$ cat src/rtl/pipe_adder_nb_if.sv
// Valid/ready stream interface for pipe_adder_nb: operand beats in, sum beats out.
// The ovf member exists only when OVF_FLAG_EN is defined.
interface pipe_adder_nb_if #(
  parameter int WIDTH = 16
);
  logic             in_valid;
  logic             in_ready;
  logic [WIDTH-1:0] a;
  logic [WIDTH-1:0] b;
  logic             c_in;
  logic             out_valid;
  logic             out_ready;
  logic [WIDTH-1:0] sum;
  logic             c_out;
`ifdef OVF_FLAG_EN
  logic             ovf;
`endif

  modport master (
    output in_valid, a, b, c_in, out_ready,
    input  in_ready, out_valid, sum, c_out
`ifdef OVF_FLAG_EN
    , input ovf
`endif
  );

  modport slave (
    input  in_valid, a, b, c_in, out_ready,
    output in_ready, out_valid, sum, c_out
`ifdef OVF_FLAG_EN
    , output ovf
`endif
  );
endinterface

$ cat src/rtl/pipe_adder_nb.sv
// Pipelined WIDTH-bit adder, one CH-bit chunk per stage, carry registered between stages.
// Define OVF_FLAG_EN to add the signed-overflow output bus.ovf.
module pipe_adder_nb #(
  parameter int WIDTH  = 16,
  parameter int STAGES = 4
) (
  input  logic           clk,
  input  logic           rst_n,
  pipe_adder_nb_if.slave bus
);
  localparam int CH = WIDTH / STAGES;

  if ((STAGES < 1) || (STAGES > WIDTH) || ((WIDTH % STAGES) != 0)) begin : g_cfg_err
    $error("pipe_adder_nb: WIDTH must be a multiple of STAGES with 1 <= STAGES <= WIDTH");
  end

  function automatic logic [CH:0] chunk_add(input logic [CH-1:0] x, input logic [CH-1:0] y,
                                            input logic ci);
    return {1'b0, x} + {1'b0, y} + {{CH{1'b0}}, ci};
  endfunction

  function automatic logic [WIDTH-1:0] place(input logic [CH-1:0] chunk, input int idx);
    logic [WIDTH-1:0] t;
    t          = '0;
    t[CH-1:0]  = chunk;
    return t << (idx * CH);
  endfunction

  logic             stall_s;
  logic             en_s;
  logic             out_valid_r;
  logic [WIDTH-1:0] sum_r;
  logic             c_out_r;

  logic             last_vld_s;
  logic [CH-1:0]    last_a_s;
  logic [CH-1:0]    last_b_s;
  logic             last_c_s;
  logic [WIDTH-1:0] last_acc_s;
  logic [CH:0]      last_add_s;

  assign stall_s       = out_valid_r & ~bus.out_ready;
  assign en_s          = ~stall_s;
  assign bus.in_ready  = en_s;
  assign bus.out_valid = out_valid_r;
  assign bus.sum       = sum_r;
  assign bus.c_out     = c_out_r;

  if (STAGES == 1) begin : g_single
    assign last_vld_s = bus.in_valid;
    assign last_a_s   = bus.a;
    assign last_b_s   = bus.b;
    assign last_c_s   = bus.c_in;
    assign last_acc_s = '0;
  end else begin : g_multi
    localparam int NI = STAGES - 1;

    // Operand skew regs hold the not-yet-added bits shifted down, so the next chunk is at [CH-1:0].
    logic [NI-1:0]    vld_r;
    logic [NI-1:0]    cy_r;
    logic [WIDTH-1:0] acc_r [NI];
    logic [WIDTH-1:0] opa_r [NI];
    logic [WIDTH-1:0] opb_r [NI];
    logic [CH:0]      add_s [NI];

    // chunk adders for the internal stages
    always_comb begin
      add_s[0] = chunk_add(bus.a[CH-1:0], bus.b[CH-1:0], bus.c_in);
      for (int k = 1; k < NI; k++) begin
        add_s[k] = chunk_add(opa_r[k-1][CH-1:0], opb_r[k-1][CH-1:0], cy_r[k-1]);
      end
    end

    // internal stage registers, all holding together on stall
    always_ff @(posedge clk or negedge rst_n) begin
      if (!rst_n) begin
        vld_r <= '0;
        cy_r  <= '0;
        for (int k = 0; k < NI; k++) begin
          acc_r[k] <= '0;
          opa_r[k] <= '0;
          opb_r[k] <= '0;
        end
      end else if (en_s) begin
        vld_r[0] <= bus.in_valid;
        cy_r[0]  <= add_s[0][CH];
        acc_r[0] <= place(add_s[0][CH-1:0], 0);
        opa_r[0] <= bus.a >> CH;
        opb_r[0] <= bus.b >> CH;
        for (int k = 1; k < NI; k++) begin
          vld_r[k] <= vld_r[k-1];
          cy_r[k]  <= add_s[k][CH];
          acc_r[k] <= acc_r[k-1] | place(add_s[k][CH-1:0], k);
          opa_r[k] <= opa_r[k-1] >> CH;
          opb_r[k] <= opb_r[k-1] >> CH;
        end
      end
    end

    assign last_vld_s = vld_r[NI-1];
    assign last_a_s   = CH'(opa_r[NI-1]);
    assign last_b_s   = CH'(opb_r[NI-1]);
    assign last_c_s   = cy_r[NI-1];
    assign last_acc_s = acc_r[NI-1];
  end

  // top chunk adder feeding the output register
  always_comb begin
    last_add_s = chunk_add(last_a_s, last_b_s, last_c_s);
  end

  // output register; data only updates on a valid slot so it holds across bubbles
  always_ff @(posedge clk or negedge rst_n) begin
    if (!rst_n) begin
      out_valid_r <= 1'b0;
      sum_r       <= '0;
      c_out_r     <= 1'b0;
    end else if (en_s) begin
      out_valid_r <= last_vld_s;
      if (last_vld_s) begin
        sum_r   <= last_acc_s | place(last_add_s[CH-1:0], STAGES - 1);
        c_out_r <= last_add_s[CH];
      end
    end
  end

`ifdef OVF_FLAG_EN
  logic ovf_r;

  // signed overflow from the skewed operand MSBs and the top chunk's sum MSB
  always_ff @(posedge clk or negedge rst_n) begin
    if (!rst_n) begin
      ovf_r <= 1'b0;
    end else if (en_s && last_vld_s) begin
      ovf_r <= (last_a_s[CH-1] == last_b_s[CH-1]) && (last_add_s[CH-1] != last_a_s[CH-1]);
    end
  end

  assign bus.ovf = ovf_r;
`endif
endmodule

$ cat src/flat_wrapper.sv
// flat-port wrapper written by rule: the top's interface ports become plain ports
module pipe_adder_nb_flat 
#(
  parameter int WIDTH  = 16,
  parameter int STAGES = 4
)
  (clk, rst_n, bus_in_valid, bus_a, bus_b, bus_c_in, bus_out_ready, bus_in_ready, bus_out_valid, bus_sum, bus_c_out);
  pipe_adder_nb_if #(.WIDTH(WIDTH)) bus_i ();
  input  logic clk;
  input  logic rst_n;
  input wire logic [$bits(bus_i.in_valid)-1:0] bus_in_valid;
  input wire logic [$bits(bus_i.a)-1:0] bus_a;
  input wire logic [$bits(bus_i.b)-1:0] bus_b;
  input wire logic [$bits(bus_i.c_in)-1:0] bus_c_in;
  input wire logic [$bits(bus_i.out_ready)-1:0] bus_out_ready;
  output wire logic [$bits(bus_i.in_ready)-1:0] bus_in_ready;
  output wire logic [$bits(bus_i.out_valid)-1:0] bus_out_valid;
  output wire logic [$bits(bus_i.sum)-1:0] bus_sum;
  output wire logic [$bits(bus_i.c_out)-1:0] bus_c_out;
  assign bus_i.in_valid = bus_in_valid;
  assign bus_i.a = bus_a;
  assign bus_i.b = bus_b;
  assign bus_i.c_in = bus_c_in;
  assign bus_i.out_ready = bus_out_ready;
  assign bus_in_ready = bus_i.in_ready;
  assign bus_out_valid = bus_i.out_valid;
  assign bus_sum = bus_i.sum;
  assign bus_c_out = bus_i.c_out;
  pipe_adder_nb #(.WIDTH(WIDTH), .STAGES(STAGES)) u_core (.clk(clk), .rst_n(rst_n), .bus(bus_i));
endmodule
$ cat config.mk
export PLATFORM = sky130hd
export DESIGN_NAME = pipe_adder_nb_flat
export DESIGN_NICKNAME = d
export VERILOG_FILES = /design/src/rtl/pipe_adder_nb_if.sv /design/src/rtl/pipe_adder_nb.sv /design/src/flat_wrapper.sv
export SDC_FILE = /design/constraint.sdc
export NUM_CORES = 1
export LEC_CHECK = 0
export BUFFER_PORTS_ARGS = -buffer_cell sky130_fd_sc_hd__buf_2
export CAP_MARGIN = 20
export CORE_MARGIN = 10
export CORE_UTILIZATION = 30
export CTS_BUF_LIST = sky130_fd_sc_hd__clkbuf_2 sky130_fd_sc_hd__clkbuf_4 sky130_fd_sc_hd__clkbuf_8
export DETAILED_ROUTE_END_ITERATION = 12
export PLACE_DENSITY = 0.57
export SLEW_MARGIN = 20
export SYNTH_ARGS = -nofsm -noshare
export SYNTH_HDL_FRONTEND = slang
export SYNTH_SLANG_ARGS = --single-unit
$ cat constraint.sdc
create_clock -name clk -period 2.2 [get_ports clk]
set_input_delay 0.11 -clock clk [delete_from_list [all_inputs] [get_ports clk]]
set_output_delay 0.11 -clock clk [all_outputs]
set_load 0.01 [all_outputs]
==> Word-level counts from Yosys, hierarchy flattened <==
Cells that the tools add are included.
{ "totals": {"register_bits": 108, "in_bits": 37} }
{ "classes": {"add_sub_neg": 8, "bitwise_logic": 6, "n_reduce_logical": 1} }
{ "op_table": {"columns": ["operator", "n"], "rows": [
  ["adder 4 x 4 -> 5 bit", 4],
  ["adder 5 x 1 -> 5 bit", 4],
  ["OR 16 x 12 -> 16 bit", 1],
  ["OR 16 bit", 1],
  ["OR 4 x 8 -> 8 bit", 1],
  ["inverter 1 bit", 2],
  ["AND reduction 2 bit", 1],
  ["bitwise AND 1 bit", 1]
]} }

==> Longest topological paths before layout <==
{ "logic_depth": {"word_depth": 4, "mapped_depth": 7, "ltp_nobuf": 6} }

==> Worst setup path before layout <==
OpenSTA, ideal clock, no wires.
{ "synth_path": {"kind": "register -> register", "from": "register u_core.g_multi.opb_r[0] in the netlist's numbering", "to": "register u_core.c_out_r (netlist: u_core.bus.c_out)", "arrival_time_ns": 1.592, "required_time_ns": 2.073, "setup_slack_ns": 0.482, "path_stages_with_launch": 6, "path_buffers": 0, "period_less_slack_ns": 1.718, "cell_sequence": "dfrtp_1 -> fa_1 -> fa_1 -> a21o_1 -> a21oi_1 -> o21ai_0"} }
{ "synth_between": {"elab_chain_len": 2} }
{ "synth_rtl": {"columns": ["item", "line_no", "source"], "rows": [
  ["start: declaration", "pipe_adder_nb.sv:63", "logic [WIDTH-1:0] opb_r [NI];"],
  ["start signal: indexed assignment", "pipe_adder_nb.sv:95", "opb_r[k] <= opb_r[k-1] >> CH;"],
  ["adder 4 x 4 -> 5 bit", "pipe_adder_nb.sv:19", "return {1'b0, x} + {1'b0, y} + {{CH{1'b0}}, ci};"],
  ["adder 5 x 1 -> 5 bit", "pipe_adder_nb.sv:19", null],
  ["end signal: assignment", "pipe_adder_nb.sv:122", "c_out_r <= last_add_s[CH];"],
  ["end: declaration", "pipe_adder_nb.sv:33", "logic c_out_r;"]
]} }
Every way passes these cells.
A chain may end at the register's enable or synchronous reset.

==> Final worst setup path <==
Same ends and word-level chain as after synthesis.

==> impl_metrics.json <==
{
  "cts_hold_buf": 26,
  "clkSinkCount": 96,
  "grt_pass1_wl_um": 14100,
  "finalCriticalPeriod_ns": 1.83,
  "preCtsSetupSlack_ns": 0.348,
  "syn_area_um2": 4150,
  "drive_gt1_share_pct": 18.5,
  "required_ns": 2.42,
  "avgSynthCellArea_um2": 9.99,
  "ys_ff_latch": 96,
  "grt_pass1_vias": 2829,
  "finalSetupTns_ns": 0,
  "via_count": 2832,
  "fp.dieH_um": 138,
  "cts_buffers": 9,
  "reg2reg_depth": 5,
  "wirelength_um": 8070,
  "end_kind": "flop",
  "tightest_slew_ns": 0.693,
  "cts_setup_buffers": 0,
  "max_stage_delay_ns": 0.46,
  "clk_path_buf_depth": 2,
  "r2r_start": "u_core.g_multi.opb_r[0]",
  "drt-initial-drc-count": 232,
  "fin_ws_ns": 0.371,
  "fp-row-count": 42,
  "synthCells": 415,
  "worst-setup-path-type": "flop to flop",
  "power_density_nw_per_um2": 1320,
  "hold_path.class": "primary input to asynchronous set/reset pin",
  "cts_tree": "done",
  "initial_core_util_pct": 31.0,
  "synth_common_cells": "nand2_1, dfrtp_1, a21oi_1, mux2_4",
  "utilization_pct": 38.0,
  "ir_drop_v": 0.000423,
  "rsz0062_at_grt": "false",
  "track_usage_pct": 9.26,
  "clock_latency_ns": 0.36,
  "die_area_um2": 18900,
  "cts-resized-gates": 0,
  "crit_top_cell": "fa_1",
  "antenna_cells": 0,
  "fmaxAchievable_mhz": 547,
  "htree_levels": 3,
  "fin_nets": 549,
  "finalCritPeriodShare_pct": 83.1,
  "final_area_um2": 5090,
  "synth_nets": 472,
  "finalHoldViolCount": 0,
  "root_buffer": "clkbuf_8",
  "ios": 56,
  "post-route-drc-count": 0,
  "portBuffers": 55,
  "synthTopCellsByArea": "dfrtp_1, nand2_1, mux2_4",
  "p_leak_nw": 2.67,
  "firstDrtPassIters": 4,
  "slowest_stage": "fa_1",
  "setup_viol": 0,
  "grt_max_degree": 94,
  "path_clk_slew_ns": 0.08,
  "post_dp_cell_area_um2": 4590,
  "overflow": 0,
  "rrSetupSlack_ns": 0.37,
  "ys_seq_area_share_pct": 57.9,
  "via_per_inst": 4.21,
  "ys_warn_count": 0,
  "synth_flop_cell": "dfrtp_1",
  "yosysTopAreaCellShare_pct": 57.9,
  "cp_cell_sequence": "fa_1, fa_1, a21o_1, a21oi_1, o21ai_0",
  "ys_types": 24,
  "cp.arrival_ns": 2.05,
  "async_flop_share_pct": 100,
  "coreArea_um2": 13400,
  "worstSetupStartpointType": "flop",
  "status": "finished clean",
  "gp_congestion": 0.752,
  "syn2layout_area_growth_pct": 22.8,
  "fin_skew_ns": 0.00700,
  "cp_max_fo": 2,
  "routedWlPerCell_um": 12.0,
  "dieWidth_um": 138,
  "antenna_found_initial": 0,
  "yosysTopAreaCell": "dfrtp_1",
  "synth_edf_count": 0,
  "power.total_w": 0.00673,
  "max_cap_violations": 0,
  "hpwlAfterDp_um": 5390,
  "max_slew_margin_pct": 53.8,
  "ant_nets": 0,
  "slew_viol_final": 0,
  "r2r-end": "u_core.bus.c_out",
  "yosysMostFrequentCell": "nand2_1"
}
## sequential cells by signal, summed over array words and instances, names as in the netlist
register and flops:
u_core.bus.out_valid 1, u_core.bus.sum 16, u_core.g_multi.cy_r 3, u_core.g_multi.opb_r 24
u_core.bus.c_out 1, u_core.last_acc_s 12, u_core.g_multi.opa_r 24, u_core.g_multi.acc_r 12
u_core.g_multi.vld_r 3
## cell usage in the layout, fill, tap and decap left out
| cell | netlist | layout |
|---|---|---|
| bufinv_16 | 0 | 3 |
| clkbuf_8 | 0 | 10 |
| xor2_1 | 6 | 6 |
| a31o_2 | 1 | 1 |
| inv_6 | 1 | 1 |
| dfrtp_1 | 96 | 96 |
| ha_1 | 12 | 12 |
| fa_1 | 8 | 8 |
| buf_2 | 7 | 54 |
| nor2b_1 | 5 | 4 |
| nor2_1 | 13 | 13 |
| inv_1 | 11 | 11 |
| nor2b_4 | 0 | 1 |
| o21ai_0 | 13 | 13 |
| buf_12 | 0 | 1 |
| nand2_2 | 1 | 1 |
| a21o_1 | 4 | 4 |
| nand2b_1 | 1 | 1 |
| nand2_1 | 192 | 192 |
| o21a_1 | 1 | 1 |
| clkbuf_4 | 0 | 2 |
| or3_1 | 1 | 1 |
| and2_1 | 1 | 1 |
| dlygate4sd3_1 | 0 | 26 |
| mux2_4 | 14 | 14 |
| a21oi_1 | 14 | 14 |
| buf_4 | 1 | 4 |
| xnor2_1 | 1 | 1 |
## logic make-up (layout without fill, tap and decap cells)
family,after synthesis,after routing,share of synthesized area [%]
buffers and inverters,31,112,3.77
multiplexers,14,14,5.07
adder cells (fa/ha/maj),20,20,7.48
XOR/XNOR,7,7,1.48
flip-flops,96,96,57.9
AND/OR/NAND/NOR,214,214,19.9
AO/OA/AOI/OAI,33,33,4.37
## through the flow
| stage | instances | hold WS (ns) |
|---|---|---|
| floorplan | 415 | -0.186 |
| global placement | 631 | -0.0873 |
| detailed placement | 631 | -0.0848 |
| CTS | 672 | 0.0532 |
| global route | 672 | 0.0624 |
| finish | 672 | 0.0794 |
## layout make-up
class                           count  area [um2]
Tap cell                          176         220
Clock buffer                       12         153
Inverter                           12        50.0
Fill cell                        1383        8310
Multi-Input combinational cell    288        1600
Timing Repair Buffer               85         581
Clock inverter                      3        90.1
Sequential cell                    96        2400
## where the power goes
part	switching, W	total [W]	internal [W]
Clock	0.000575	0.00138	0.000806
Sequential	0.000436	0.00297	0.00253
Combinational	0.00124	0.00238	0.00114
## critical path, delay by kind of cell (launching register included)
family	cells	cell delay [ns]
adder cells (fa/ha/maj)	2	0.87
AO/OA/AOI/OAI	3	0.41
flip-flops	1	0.41
## how the worst max path moves through the flow
stage	start	endpoint	slack (ns)	cells past startpoint
final	u_core.g_multi.opb_r[0]	u_core.bus.c_out	0.37	5
after detailed placement	u_core.g_multi.opb_r[0]	u_core.bus.c_out	0.35	5
after global routing	u_core.g_multi.opb_r[0]	u_core.bus.c_out	0.24	5
after CTS	u_core.g_multi.opb_r[0]	u_core.bus.c_out	0.35	5
after global placement	u_core.g_multi.opb_r[0]	u_core.bus.c_out	0.40	5
after floorplan	u_core.g_multi.opb_r[0]	u_core.bus.c_out	0.48	5
## layer usage
layer	wire length, um	track usage [%]
met5	0	0
met3	248	1.82
met1	4050	12.6
met2	3590	13.3
met4	181	5.44
Power figures use the tool's default switching activity.
